`src/rtl/reset_sequencer.sv`:
```
// Staggered multi-channel reset sequencer: hold all channels in reset, then release them one by one.
// Optional macro RESET_SEQUENCER_DEBOUNCE_EN adds a debounce filter on the synchronized request.
module reset_sequencer #(
    parameter int NCH         = 4,
    parameter int SYNC_DEPTH  = 2,
    parameter int HOLD_CYCLES = 16,
    parameter int STAGGER     = 4,
    parameter int DEB_CYCLES  = 8
) (
    input  logic           clk,
    input  logic           reset,
    input  logic           ext_rst_req,
    output logic [NCH-1:0] rst_out,
    output logic           seq_done
);

    localparam int HW = $clog2(HOLD_CYCLES + 1);
    localparam int SW = $clog2(STAGGER + 1);
    localparam int CW = $clog2(NCH + 1);
    localparam logic [HW-1:0] HOLD_LAST = HW'(HOLD_CYCLES - 1);
    localparam logic [SW-1:0] STG_LAST  = SW'(STAGGER - 1);
    localparam logic [CW-1:0] CH_LAST   = CW'(NCH - 1);

    typedef enum logic [1:0] {S_ASSERT, S_RELEASE, S_RUN} state_t;

    state_t                state;
    logic [HW-1:0]         hold_cnt;
    logic [SW-1:0]         stg_cnt;
    logic [CW-1:0]         ch_cnt;
    logic [SYNC_DEPTH-1:0] sync;
    logic                  sync_out;
    logic                  sreq;

    // NOTE: all sequential state uses non-blocking assignments so every flop samples pre-edge values.
    always_ff @(posedge clk) begin
        if (reset) sync <= '0;
        else       sync <= {sync[SYNC_DEPTH-2:0], ext_rst_req};
    end

    assign sync_out = sync[SYNC_DEPTH-1];

`ifdef RESET_SEQUENCER_DEBOUNCE_EN
    localparam int DW = $clog2(DEB_CYCLES + 1);
    localparam logic [DW-1:0] DEB_FULL = DW'(DEB_CYCLES);

    logic [DW-1:0] deb_cnt;

    // Counter saturates at DEB_CYCLES; any low cycle restarts the qualification window.
    always_ff @(posedge clk) begin
        if (reset || !sync_out)     deb_cnt <= '0;
        else if (deb_cnt != DEB_FULL) deb_cnt <= deb_cnt + 1'b1;
    end

    assign sreq = sync_out && (deb_cnt == DEB_FULL);
`else
    assign sreq = sync_out;
`endif

    always_ff @(posedge clk) begin
        if (reset || sreq) begin
            state    <= S_ASSERT;
            rst_out  <= '1;
            seq_done <= 1'b0;
            hold_cnt <= '0;
            stg_cnt  <= '0;
            ch_cnt   <= '0;
        end else begin
            case (state)
                S_ASSERT: begin
                    hold_cnt <= hold_cnt + 1'b1;
                    if (hold_cnt == HOLD_LAST) begin
                        rst_out <= rst_out << 1;
                        ch_cnt  <= ch_cnt + 1'b1;
                        // A single-channel build skips RELEASE entirely.
                        if (ch_cnt == CH_LAST) begin
                            state    <= S_RUN;
                            seq_done <= 1'b1;
                        end else begin
                            state <= S_RELEASE;
                        end
                    end
                end
                S_RELEASE: begin
                    if (stg_cnt == STG_LAST) begin
                        stg_cnt <= '0;
                        rst_out <= rst_out << 1;
                        ch_cnt  <= ch_cnt + 1'b1;
                        if (ch_cnt == CH_LAST) begin
                            state    <= S_RUN;
                            seq_done <= 1'b1;
                        end
                    end else begin
                        stg_cnt <= stg_cnt + 1'b1;
                    end
                end
                S_RUN: begin
                end
                default: begin
                    state    <= S_ASSERT;
                    rst_out  <= '1;
                    seq_done <= 1'b0;
                end
            endcase
        end
    end

endmodule

```
`config.mk`:
```
export PLATFORM = sky130hd
export DESIGN_NAME = reset_sequencer
export DESIGN_NICKNAME = d
export VERILOG_FILES = /design/src/rtl/reset_sequencer.sv
export SDC_FILE = /design/constraint.sdc
export NUM_CORES = 1
export LEC_CHECK = 0
export BUFFER_PORTS_ARGS = -buffer_cell sky130_fd_sc_hd__clkbuf_2
export CORE_MARGIN = 2
export CORE_UTILIZATION = 55
export DETAILED_ROUTE_END_ITERATION = 8
export GPL_ROUTABILITY_DRIVEN = 1
export PLACE_DENSITY = 0.8
export SKIP_LAST_GASP = 1
export SLEW_MARGIN = 20
export SYNTH_ARGS = -nofsm -noshare
export SYNTH_HDL_FRONTEND = slang
export SYNTH_SLANG_ARGS = --single-unit
```
`constraint.sdc`:
```
create_clock -name clk -period 2.16 [get_ports clk]
set_input_delay 0.648 -clock clk [delete_from_list [all_inputs] [get_ports clk]]
set_output_delay 0.648 -clock clk [all_outputs]
set_load 0.1 [all_outputs]
```
* Word level (Yosys, flattened, before mapping)
Index checks and enable logic that the tools add are counted.
Storage, ports and cells: input bits 3, logic and storage cells 41, output and inout bits 5, register bits 20
Cells by class: reduce and logical (&&, ||, !) cells 6, bitwise logic cells 1, muxes and demuxes 16, equality and inequality tests 8, $add $sub $neg 3
Operator list (number):
- one-hot mux 4 bit (3 select lines) | 1
- two-way mux 3 bit | 3
- two-way mux 2 bit | 4
- two-way mux 4 bit | 2
- adder 3 x 1 -> 3 bit (second input constant) | 2
- == test 3 x 2 -> 1 bit (second input constant) | 2
- != test 2 bit (second input constant) | 3
- one-hot mux 2 bit (3 select lines) | 1
- one-hot mux 3 bit (2 select lines) | 1
- AND reduction 3 bit | 2
- adder 5 x 1 -> 5 bit (second input constant) | 1
- == test 5 x 4 -> 1 bit (second input constant) | 1
- AND reduction 4 bit | 1
- two-way mux 1 bit | 3
- one-hot mux 1 bit (3 select lines) | 1
- == test 2 x 1 -> 1 bit (second input constant) | 1
- == test 2 bit (second input constant) | 1
- zero test 2 bit | 1
- nonzero test 2 bit | 1
- logical OR 1 bit | 1
- inverter 1 bit | 1

* Logic depth before layout (Yosys ltp)
depth in word-level cells 4, mapped depth 6, gate-level depth less buffers 6

* Least setup slack after synthesis
Ideal clock, no wire load.
kind register to output, start point reg rst_out[0], end point out rst_out[0], arrival 0.941 ns, setup slack 0.571 ns, buffers on the path 0, cell stages (with the launch flop) 1, data required time 1.512 ns, path through dfxtp_1
RTL lines:
- start: declaration | RTL line 13 | output logic [NCH-1:0] rst_out,
- start signal: assignment | RTL line 72 | rst_out <= rst_out << 1;
- start signal: assignment | RTL line 86 | rst_out <= rst_out << 1;
No word-level cell between the ends.

* Final worst setup path
start point reg rst_out[0], end point out rst_out[0]
No word-level cell between the ends.

==> results.md <==
* Fin cells at 120
* Largest fanout on the critical path at 3
* Die area at 0.001928 sq mm
* Post-route ant nets at 0
* GP Congestion at 0.7531
* I/O Pins at 8
* Antenna cells at 0
* Largest net degree at the start of global routing at 15
* CTS root buf: clkbuf_4
* Post-synth EDFFs at 0
* CTS tree: yes
* Dpl cells at 117
* WP buf/inv at 1
* Max-cap violations at 0
* Sequential share of power at between 60 and 70%
* Starting density of the core at between 50% and 60%
* GRT Overall Usage at approximately 18%
* Vias in the first global route at 648
* TritonRoute pass-1 iters at 4
* DR vias/cell at 5.717
* Top FF cell, synth: dfxtp_1
* Switch share at 21.34%
* Routed WL per cell at 11.93 microns
* Final setup fails at 0
* Switching pwr at 0.0001224 W
* Slew @ Worst Pin at 0.5397 ns
* Clk network pwr share at 29.5%
* Hold Crit Class: reg2reg
* # rows at 14
* CP top delay family: buffers and inverters
* Sequential-to-total area share from yosys stat at 45.71%
* Cell count after synthesis at 97
* Layout Nets at between 100 and 150
* Layout area overhead at 7.571%
* Cell area after layout at about 940 sq um
* CTS max path bufs at 2
* Clock Skews at 0.001390 ns
* Post-Syn Area per Cell at between 9 and 10 sq um
* DR iter-0 viols at 9
* VDD IR-drop max at 0.3164 mV
* H-tree depth at 1
* First-pass GRT wire length at roughly 2600 microns
* CTS Buf Count at 3
* Setup bufs post-CTS at 0
* RSZ-0062 raised after global routing: false
* Post-Syn Area at 875.8 sq um
* Core area at around 0.0015 sq mm
* Die width at 43.91 microns
* Fin util at about 63%
* Crit. End Element: output pin
* Total number of vias at slightly below 700
* Clock Pin Slew Worst Setup and Hold Paths at 0.10 ns
* Worst Path Required at 1.51 ns
* Final Max Slew Viols at 0
* DRC viols at 0
* Port buffer count at 7
* Crit-path cells: clkbuf_2
* Final min period at 1.774 ns
* WS Path Type: reg2out
* Fin. Hold Viols at 0
* P per Cell Area at 608.9 mW/mm^2
* Max Fclk at approximately 0.56 GHz
* Cts repair resizes at 0
* Final period utilization at about 82%
* Post-place instance area at 919.6 sq um
* Crit path largest cell delay at 0.47 ns
* Result of the run: finished clean
* Syn nets at 105
* Hold_buf cts at 0
* CP max-delay cell: clkbuf_2
* Initial antenna violation count at 0
* Logic pwr share at 4.4%
* Int Pwr at 0.0004512 W
* Grt ovf at 0
* Share of synthesized registers carrying an async set or reset at 0%
* Distinct cells, synth at 34
* Clk sinks at 20
* Die height at 43.91 microns
* Leakage at 0.3807 nW
* Share of post-route cells with drive strength above 1 at between 10% and 20%
* Synth Register Bits at 20
* Worst EP arrival at 1.13 ns
* Final Routed Wirelength at 1431 microns
* Fill count at approximately 140
* Fin Setup TNS at 0 ns
* CP Launch Type: flop
* Slew headroom at 64.18%
* Synth warn at 0
* Dpl hpwl at between 1000 and 1500 microns
* Clock Latency Late Sink at just under 0.3 ns
[final timing paths]
| check | slack [ns] | cells after the start | endpoint | startpoint |
|---|---|---|---|---|
| worst max register to register | 0.51 | 6 | rst_out[3]$_SDFFE_PP1P_ | hold_cnt[0]$_SDFFE_PP0N_ |
| worst max-delay path | 0.39 | 1 | rst_out[0] | rst_out[0]$_SDFFE_PP1P_ |
| worst min-delay path | 0.45 | 1 | sync[1]$_SDFF_PP0_ | sync[0]$_SDFF_PP0_ |
| worst min register to register | 0.45 | 1 | sync[1]$_SDFF_PP0_ | sync[0]$_SDFF_PP0_ |
[power by group through the flow]
stage | clock (W) | sequential (W) | combinational (W)
3_3_place_gp | 0 | 0.000388 | 0.0000251
5_1_grt | 0.000192 | 0.000380 | 0.0000286
2_1_floorplan | 0 | 0.000387 | 0.0000187
3_5_place_dp | 0 | 0.000388 | 0.0000253
4_1_cts | 0.000176 | 0.000380 | 0.0000255
6_report | 0.000169 | 0.000379 | 0.0000251
[cell usage in the layout, fill, tap and decap left out]
| cell | n |
|---|---|
| a211oi_1 | 3 |
| a21bo_2 | 1 |
| a21oi_1 | 6 |
| a22oi_1 | 3 |
| a2bb2oi_1 | 1 |
| and2b_1 | 2 |
| and3_1 | 1 |
| and4bb_2 | 1 |
| buf_4 | 1 |
| clkbuf_2 | 7 |
| clkbuf_4 | 3 |
| dfxtp_1 | 20 |
| ha_1 | 5 |
| inv_1 | 2 |
| nand2_1 | 9 |
| nand2b_1 | 2 |
| nand3_1 | 4 |
| nand4_1 | 1 |
| nand4bb_1 | 1 |
| nor2_1 | 11 |
| nor2b_1 | 3 |
| nor3_1 | 1 |
| nor3b_1 | 2 |
| o211ai_1 | 1 |
| o21ai_0 | 2 |
| o21ai_1 | 1 |
| o22ai_1 | 1 |
| o31ai_1 | 1 |
| or2_1 | 1 |
| or2_2 | 1 |
| or3_1 | 2 |
| or3b_1 | 1 |
| or4_1 | 1 |
| xnor2_1 | 2 |
[per-stage QoR]
| stage | total power (W) | setup WS [ns] | hold slack [ns] |
|---|---|---|---|
| CTS | 0.0005812 | 0.3664 | 0.4534 |
| finish | 0.0005736 | 0.3864 | 0.4462 |
| detailed placement | 0.0004132 | 0.5357 | 0.4212 |
| global placement | 0.0004127 | 0.5498 | 0.4133 |
| floorplan | 0.0004057 | 0.5711 | 0.4109 |
| global route | 0.0006014 | 0.3083 | 0.4634 |
[layer usage]
metal,track usage (%),vias up,share of wire [%]
met1,23.38,314,47
met3,5.000,2,3.6
met5,0,-,0
met4,6.061,0,1.1
met2,29.71,11,48
li1,-,359,-
[cell usage after synthesis (all sizes together), types with 2 or more instances]
master | n | area [sq um]
or3 | 2 | 12.51
inv | 2 | 7.510
nand2 | 9 | 33.78
nor2b | 3 | 18.77
nor3b | 2 | 15.01
or2 | 2 | 12.52
xnor2 | 2 | 17.52
buf | 2 | 10.01
ha | 5 | 62.56
a21oi | 6 | 30.03
a22oi | 3 | 22.52
a211oi | 3 | 22.52
nor2 | 11 | 41.29
dfxtp | 20 | 400.4
nand3 | 4 | 20.02
and2b | 2 | 15.01
clkbuf | 2 | 8.750
nand2b | 2 | 12.51
o21ai | 3 | 15.01
[cells by family (layout without fill, tap and decap cells)]
| family | after synthesis | in the layout | synth area share (%) |
|---|---|---|---|
| flops | 20 | 20 | 45.71 |
| buf+inv | 6 | 13 | 2.999 |
| fa+ha+maj | 5 | 5 | 7.143 |
| xor+xnor | 2 | 2 | 2.000 |
| compound gates | 20 | 20 | 14.86 |
| simple gates | 44 | 44 | 27.29 |
[final cells by class]
class                      count  area [sq um]  area share (%)
multi-input combinational     71         449.2           47.68
clock buffer                   3         22.52           2.390
inverter                       2         7.507          0.7968
tap                           16         20.02           2.125
timing repair buffer           8         42.54           4.515
sequential                    20         400.4           42.50
[registers in the layout (all words and copies together) (netlist names)]
name	cells
ch_cnt	3
hold_cnt	5
rst_out	4
seq_done	1
state	2
stg_cnt	3
sync	2
No activity file was read; power rests on OpenSTA's default activity.
